## config.mk

```make
export PLATFORM = sky130hd
export DESIGN_NAME = idr_operand_stage
export DESIGN_NICKNAME = d
export VERILOG_FILES = /design/src/rtl/idr_operand_stage.sv
export SDC_FILE = /design/constraint.sdc
export NUM_CORES = 1
export LEC_CHECK = 0
export CAP_MARGIN = 15
export CORE_AREA = 2 2 277 279
export DETAILED_ROUTE_END_ITERATION = 8
export DIE_AREA = 0 0 279 281
export DONT_BUFFER_PORTS = 1
export SLEW_MARGIN = 0
export SYNTH_ARGS = -nofsm -noshare
export SYNTH_HDL_FRONTEND = slang
export SYNTH_SLANG_ARGS = --single-unit
```

## constraint.sdc

```tcl
create_clock -name clk -period 4 [get_ports clk]
set_input_delay 0.6 -clock clk [delete_from_list [all_inputs] [get_ports clk]]
set_output_delay 0.6 -clock clk [all_outputs]
set_load 0.01 [all_outputs]
```

## src/rtl/idr_operand_stage.sv

```systemverilog
// idr_operand_stage: register-read (IDR) stage of the RV64 pipeline.
// Holds the decoded instruction, exports its source addresses to the
// forwarding unit, resolves operands from forwarded or register-file data
// and launches the bundle into the ID/EXB pipeline register.
// Optional build macro IDR_PERF_CNT_EN adds bubble/issue performance counters.
module idr_operand_stage #(
    parameter int XLEN        = 64,
    parameter int CTRL_W      = 16,
    parameter int STALL_LIMIT = 15
) (
    input  logic              clk,
    input  logic              rst_n,
    input  logic              valid_ID,
    input  logic [XLEN-1:0]   pc_ID,
    input  logic [4:0]        rs1_ID,
    input  logic [4:0]        rs2_ID,
    input  logic [4:0]        rd_ID,
    input  logic              rf_wr_en_ID,
    input  logic [XLEN-1:0]   imm_ID,
    input  logic [CTRL_W-1:0] ctrl_ID,
    output logic [4:0]        rs1_IDR,
    output logic [4:0]        rs2_IDR,
    input  logic [XLEN-1:0]   rf_rs1_data,
    input  logic [XLEN-1:0]   rf_rs2_data,
    input  logic              no_forwarding_data,
    input  logic              forward_rs1_sel,
    input  logic              forward_rs2_sel,
    input  logic [XLEN-1:0]   forward_rs1_data,
    input  logic [XLEN-1:0]   forward_rs2_data,
    input  logic              ex_hold,
    input  logic              flush,
    output logic              stall_ID,
    output logic              valid_EXB,
    output logic              rf_wr_en_EXB,
    output logic [XLEN-1:0]   pc_EXB,
    output logic [XLEN-1:0]   imm_EXB,
    output logic [XLEN-1:0]   rs1_data_EXB,
    output logic [XLEN-1:0]   rs2_data_EXB,
    output logic [4:0]        rd_EXB,
    output logic [CTRL_W-1:0] ctrl_EXB,
    output logic              stall_timeout
`ifdef IDR_PERF_CNT_EN
    ,
    output logic [31:0]       perf_bubble_cnt,
    output logic [31:0]       perf_issue_cnt
`endif
);

    localparam int CNT_W = (STALL_LIMIT < 1) ? 1 : $clog2(STALL_LIMIT + 1);
    localparam logic [CNT_W-1:0] LIMIT = CNT_W'(STALL_LIMIT);

    // IDR register
    logic              valid_idr_q, valid_idr_d;
    logic [XLEN-1:0]   pc_idr_q, pc_idr_d;
    logic [4:0]        rs1_idr_q, rs1_idr_d;
    logic [4:0]        rs2_idr_q, rs2_idr_d;
    logic [4:0]        rd_idr_q, rd_idr_d;
    logic              wr_idr_q, wr_idr_d;
    logic [XLEN-1:0]   imm_idr_q, imm_idr_d;
    logic [CTRL_W-1:0] ctrl_idr_q, ctrl_idr_d;

    // ID/EXB register
    logic              valid_exb_q, valid_exb_d;
    logic              wr_exb_q, wr_exb_d;
    logic [XLEN-1:0]   pc_exb_q, pc_exb_d;
    logic [XLEN-1:0]   imm_exb_q, imm_exb_d;
    logic [XLEN-1:0]   op1_exb_q, op1_exb_d;
    logic [XLEN-1:0]   op2_exb_q, op2_exb_d;
    logic [4:0]        rd_exb_q, rd_exb_d;
    logic [CTRL_W-1:0] ctrl_exb_q, ctrl_exb_d;

    // Stall watchdog
    logic [CNT_W-1:0]  stall_cnt_q, stall_cnt_d;
    logic              timeout_q, timeout_d;

    logic              hazard;
    logic              do_hold;
    logic              do_bubble;
    logic              do_advance;
    logic [XLEN-1:0]   op1;
    logic [XLEN-1:0]   op2;

    // An empty stage exports x0 so it can never match a forwarding compare.
    assign rs1_IDR = valid_idr_q ? rs1_idr_q : 5'd0;
    assign rs2_IDR = valid_idr_q ? rs2_idr_q : 5'd0;

    // Action for this edge, in priority order flush > ex_hold > hazard > advance.
    assign hazard     = valid_idr_q & no_forwarding_data;
    assign do_hold    = ~flush & ex_hold;
    assign do_bubble  = ~flush & ~ex_hold & hazard;
    assign do_advance = ~flush & ~ex_hold & ~hazard;

    // Upstream hold; forced low in reset and on flush so ID can present the redirect.
    assign stall_ID = rst_n & ~flush & (ex_hold | hazard);

    // Operand resolution: x0 reads zero, otherwise forwarded data beats the register file.
    always_comb begin
        op1 = '0;
        op2 = '0;
        if (rs1_IDR != 5'd0) op1 = forward_rs1_sel ? forward_rs1_data : rf_rs1_data;
        if (rs2_IDR != 5'd0) op2 = forward_rs2_sel ? forward_rs2_data : rf_rs2_data;
    end

    // Next-state for the IDR and EXB registers plus the stall watchdog.
    always_comb begin
        valid_idr_d = valid_idr_q;
        pc_idr_d    = pc_idr_q;
        rs1_idr_d   = rs1_idr_q;
        rs2_idr_d   = rs2_idr_q;
        rd_idr_d    = rd_idr_q;
        wr_idr_d    = wr_idr_q;
        imm_idr_d   = imm_idr_q;
        ctrl_idr_d  = ctrl_idr_q;
        valid_exb_d = valid_exb_q;
        wr_exb_d    = wr_exb_q;
        pc_exb_d    = pc_exb_q;
        imm_exb_d   = imm_exb_q;
        op1_exb_d   = op1_exb_q;
        op2_exb_d   = op2_exb_q;
        rd_exb_d    = rd_exb_q;
        ctrl_exb_d  = ctrl_exb_q;
        stall_cnt_d = '0;
        timeout_d   = timeout_q;

        if (flush) begin
            valid_idr_d = 1'b0;
            valid_exb_d = 1'b0;
            wr_exb_d    = 1'b0;
        end else if (do_bubble) begin
            valid_exb_d = 1'b0;
            wr_exb_d    = 1'b0;
            pc_exb_d    = '0;
            imm_exb_d   = '0;
            op1_exb_d   = '0;
            op2_exb_d   = '0;
            rd_exb_d    = 5'd0;
            ctrl_exb_d  = '0;
            stall_cnt_d = (stall_cnt_q == LIMIT) ? stall_cnt_q : stall_cnt_q + 1'b1;
            if (stall_cnt_d == LIMIT) timeout_d = 1'b1;
        end else if (do_advance) begin
            valid_exb_d = valid_idr_q;
            wr_exb_d    = valid_idr_q & wr_idr_q;
            pc_exb_d    = pc_idr_q;
            imm_exb_d   = imm_idr_q;
            op1_exb_d   = op1;
            op2_exb_d   = op2;
            rd_exb_d    = rd_idr_q;
            ctrl_exb_d  = ctrl_idr_q;
            valid_idr_d = valid_ID;
            pc_idr_d    = pc_ID;
            rs1_idr_d   = rs1_ID;
            rs2_idr_d   = rs2_ID;
            rd_idr_d    = rd_ID;
            wr_idr_d    = rf_wr_en_ID;
            imm_idr_d   = imm_ID;
            ctrl_idr_d  = ctrl_ID;
        end
    end

    // Pipeline and watchdog registers with synchronous active-low reset.
    always_ff @(posedge clk) begin
        if (!rst_n) begin
            valid_idr_q <= 1'b0;
            pc_idr_q    <= '0;
            rs1_idr_q   <= 5'd0;
            rs2_idr_q   <= 5'd0;
            rd_idr_q    <= 5'd0;
            wr_idr_q    <= 1'b0;
            imm_idr_q   <= '0;
            ctrl_idr_q  <= '0;
            valid_exb_q <= 1'b0;
            wr_exb_q    <= 1'b0;
            pc_exb_q    <= '0;
            imm_exb_q   <= '0;
            op1_exb_q   <= '0;
            op2_exb_q   <= '0;
            rd_exb_q    <= 5'd0;
            ctrl_exb_q  <= '0;
            stall_cnt_q <= '0;
            timeout_q   <= 1'b0;
        end else begin
            valid_idr_q <= valid_idr_d;
            pc_idr_q    <= pc_idr_d;
            rs1_idr_q   <= rs1_idr_d;
            rs2_idr_q   <= rs2_idr_d;
            rd_idr_q    <= rd_idr_d;
            wr_idr_q    <= wr_idr_d;
            imm_idr_q   <= imm_idr_d;
            ctrl_idr_q  <= ctrl_idr_d;
            valid_exb_q <= valid_exb_d;
            wr_exb_q    <= wr_exb_d;
            pc_exb_q    <= pc_exb_d;
            imm_exb_q   <= imm_exb_d;
            op1_exb_q   <= op1_exb_d;
            op2_exb_q   <= op2_exb_d;
            rd_exb_q    <= rd_exb_d;
            ctrl_exb_q  <= ctrl_exb_d;
            stall_cnt_q <= stall_cnt_d;
            timeout_q   <= timeout_d;
        end
    end

    assign valid_EXB     = valid_exb_q;
    assign rf_wr_en_EXB  = wr_exb_q;
    assign pc_EXB        = pc_exb_q;
    assign imm_EXB       = imm_exb_q;
    assign rs1_data_EXB  = op1_exb_q;
    assign rs2_data_EXB  = op2_exb_q;
    assign rd_EXB        = rd_exb_q;
    assign ctrl_EXB      = ctrl_exb_q;
    assign stall_timeout = timeout_q;

`ifdef IDR_PERF_CNT_EN
    logic [31:0] bubble_cnt_q;
    logic [31:0] issue_cnt_q;

    // Free-running wrap-around counters of inserted bubbles and launched instructions.
    always_ff @(posedge clk) begin
        if (!rst_n) begin
            bubble_cnt_q <= 32'd0;
            issue_cnt_q  <= 32'd0;
        end else begin
            if (do_bubble) bubble_cnt_q <= bubble_cnt_q + 32'd1;
            if (do_advance && valid_idr_q) issue_cnt_q <= issue_cnt_q + 32'd1;
        end
    end

    assign perf_bubble_cnt = bubble_cnt_q;
    assign perf_issue_cnt  = issue_cnt_q;
`endif

endmodule
```

==> impl_metrics.ini <==
[die]
pin_count = 715
coreArea_sq_um = 75400
die-area_sq_um = 78400
dieWidth_um = 279
die_y_um = 281
std_cell_rows = 101
initial_utilization_pct = 24.8

[grt]
grt_pass1_wl_mm = 91.5
antenna_found_initial = 18
track_usage_pct = 15.6
grt_max_degree = 440
grt_pass1_vias = 13500
grt-ovfl-total = 0

[clock_tree]
clockBufferDepth = 3
cts_buffers = 51
cts_tree = done
post_cts_resize_count = 0
postCtsHoldBufs = 0
clkSlewWorstSetupHoldPaths_ns = 0.07
clock_sinks = 445
htreeDepth = 2
cts_setup_buffers = 0
cts_root_buf = clkbuf_16
clock_latency_ns = 0.60

[worst_hold_path]
hold-path-endpoint = rs2_idr_q[4]
min-delay-start = rs2_ID[4]
worstHoldPathCells = 2
hold_path.class = input pin to register

[sta]
slew_headroom_pct = -8.04
rsz0062_at_grt = false
tightest_slew_ns = 1.62
setup_viol = 0
drv_slew = 122
clock_skew_ns = 0.0237
timing.setup.tns_ns = 0
finalCritPeriodShare_pct = 65.8
hold_viol_final = 0
clock.fmax_mhz = 380
worst_hold_slack_ns = 0.130
fin_crit_ns = 2.63

[logic_synthesis]
synth_top_area_share_pct = 47.7
ys_types = 37
synth_area_leader_cell = dfxtp_1
yosys-top-cells-area = dfxtp_1 (48%), a21boi_1 (12%), nand2_1 (9.1%)
synthArstFlopShare_pct = 0
yosysSeqAreaShare_pct = 47.7
ys_ff_latch = 445
ys.flop_type = dfxtp_1
yosysMostFrequentCell = nand2_1
synth_commonest_cells = nand2_1 (452), dfxtp_1 (445), a21boi_1 (288)
synth_fp_nets = 2399
syn_avg_cell_area_sq_um = 9.46
yosys_warnings = 0
synthCells = 1974
syn-cell-area_sq_um = 18700
synth-edff-count = 0

[worst_setup_path]
crit_chain = a211o_4, buf_12, nand2_1, a21boi_1
crit_start = valid_idr_q
reg2reg_depth = 4
crit_arrival_ns = 3.14
end_kind = register
worst-path-buf-inv = 1
crit_family = compound AO/OA/AOI/OAI gates
critPathMaxStageDelay_ns = 0.86
crit_fanout = 102
path_class = register to register
start_kind = register
r2r-end = rs1_idr_q[4]
critPathRequiredTime_ns = 4.51
rr_startpoint = valid_idr_q
slowest_stage = dfxtp_1
reg2reg_slack_ns = 1.37

[power_and_ir_drop]
p_leak_nw = 6.74
pwr_density_cell_nw_per_um2 = 487
peakVddDrop_mv = 0.310

[routing]
drc = 0
dr.first_iter.drc_count = 824
drtAntennaViolNets = 0
drt-total-wl_mm = 65.5
vias = 14200
vias_per_cell = 4.94
wire_per_inst_um = 22.8
drtPass1Iterations = 5

[final_layout]
fin_nets = 2273
synthToLayoutAreaGrowth_pct = 11.8
nFillCells = 7868
fin_cells = 2881
stdcell_area_sq_um = 20900
drive_gt1_share_pct = 13.5

[place]
io_buffers = 0
dp_hpwl_mm = 46.7
gp_congestion = 0.879
place_inst = 2773
place_area_sq_um = 19100

[outcome]
violations = max-slew violations
run_status = finished, violations left

[flow_run]
cap_violations = 0
-- layout make-up --
| class | count | area, sq um | share of cell area (%) |
|---|---|---|---|
| flip-flops and latches | 445 | 8910 | 42.7 |
| repair buffers | 12 | 178 | 0.851 |
| well taps | 978 | 1220 | 5.86 |
| diodes | 13 | 32.5 | 0.156 |
| multi-input cells | 1338 | 8750 | 41.9 |
| clock buffers | 72 | 1480 | 7.07 |
| clock inverters | 23 | 305 | 1.46 |
-- cell usage in the layout, fill, tap and decap left out, types with 6 or more instances in the layout --
cell	n
nand2_1	452
dfxtp_1	443
a21boi_1	288
a22oi_1	149
nor2b_1	149
mux2_2	128
o211ai_1	106
clkbuf_16	52
o211ai_2	22
diode_2	13
and2_1	10
clkbuf_8	10
clkbuf_1	10
clkinv_2	7
buf_12	7
bufinv_16	6
-- through the flow --
| step | power, mW | util (%) | setup WS [ns] |
|---|---|---|---|
| detailed placement | 5.32 | 25.3 | 1.36 |
| global placement | 5.30 | 25.3 | 1.40 |
| floorplan | 5.27 | - | 2.30 |
| global route | 10.6 | 27.7 | 1.17 |
| CTS | 10.3 | 27.6 | 1.33 |
| finish | 10.2 | 27.7 | 1.37 |
-- layer usage --
metal | share of wire, % | vias to the layer above | track usage [%] | wire length (um)
met3 | 8.1 | 118 | 4.83 | 5290
li1 | - | 6611 | - | -
met5 | 0.076 | - | 0 | 50
met4 | 3.7 | 8 | 5.62 | 2410
met2 | 52 | 582 | 28.5 | 33900
met1 | 37 | 6901 | 16.8 | 23900
-- logic make-up (layout without fill, tap and decap cells) --
kind of cell	after synthesis	in the layout	share of synthesized area, %
other cells	0	13	0
fa+ha+maj	1	1	0.0670
mux	130	130	7.82
xor+xnor	1	1	0.0469
buf+inv	191	107	5.64
simple gates	629	629	15.0
compound gates	577	577	23.8
flops	445	445	47.7
-- power by group --
| group | internal (mW) | switching [mW] |
|---|---|---|
| registers | 4.54 | 0.0837 |
| logic | 0.259 | 0.347 |
| clock network | 2.97 | 1.97 |
| total | 7.76 | 2.40 |
-- state kept, by name (all words and copies together), names as in the netlist --
register	count
pc_idr_q	64
rs2_idr_q	5
imm_idr_q	64
rd_EXB	5
ctrl_EXB	16
imm_EXB	64
stall_timeout	1
rd_idr_q	5
rf_wr_en_EXB	1
valid_idr_q	1
stall_cnt_q	4
valid_EXB	1
pc_EXB	64
rs2_data_EXB	64
rs1_data_EXB	64
wr_idr_q	1
ctrl_idr_q	16
rs1_idr_q	5
-- worst max-delay path by stage --
stage	cells past startpoint	slack (ns)	endpoint
4_1_cts	4	1.33	rs1_idr_q[4]
3_5_place_dp	4	1.36	pc_idr_q[30]
5_1_grt	4	1.17	rs1_idr_q[4]
2_1_floorplan	3	2.30	stall_ID
3_3_place_gp	4	1.40	rs1_idr_q[4]
6_report	4	1.37	rs1_idr_q[4]
(Power assumes the default switching activity.)
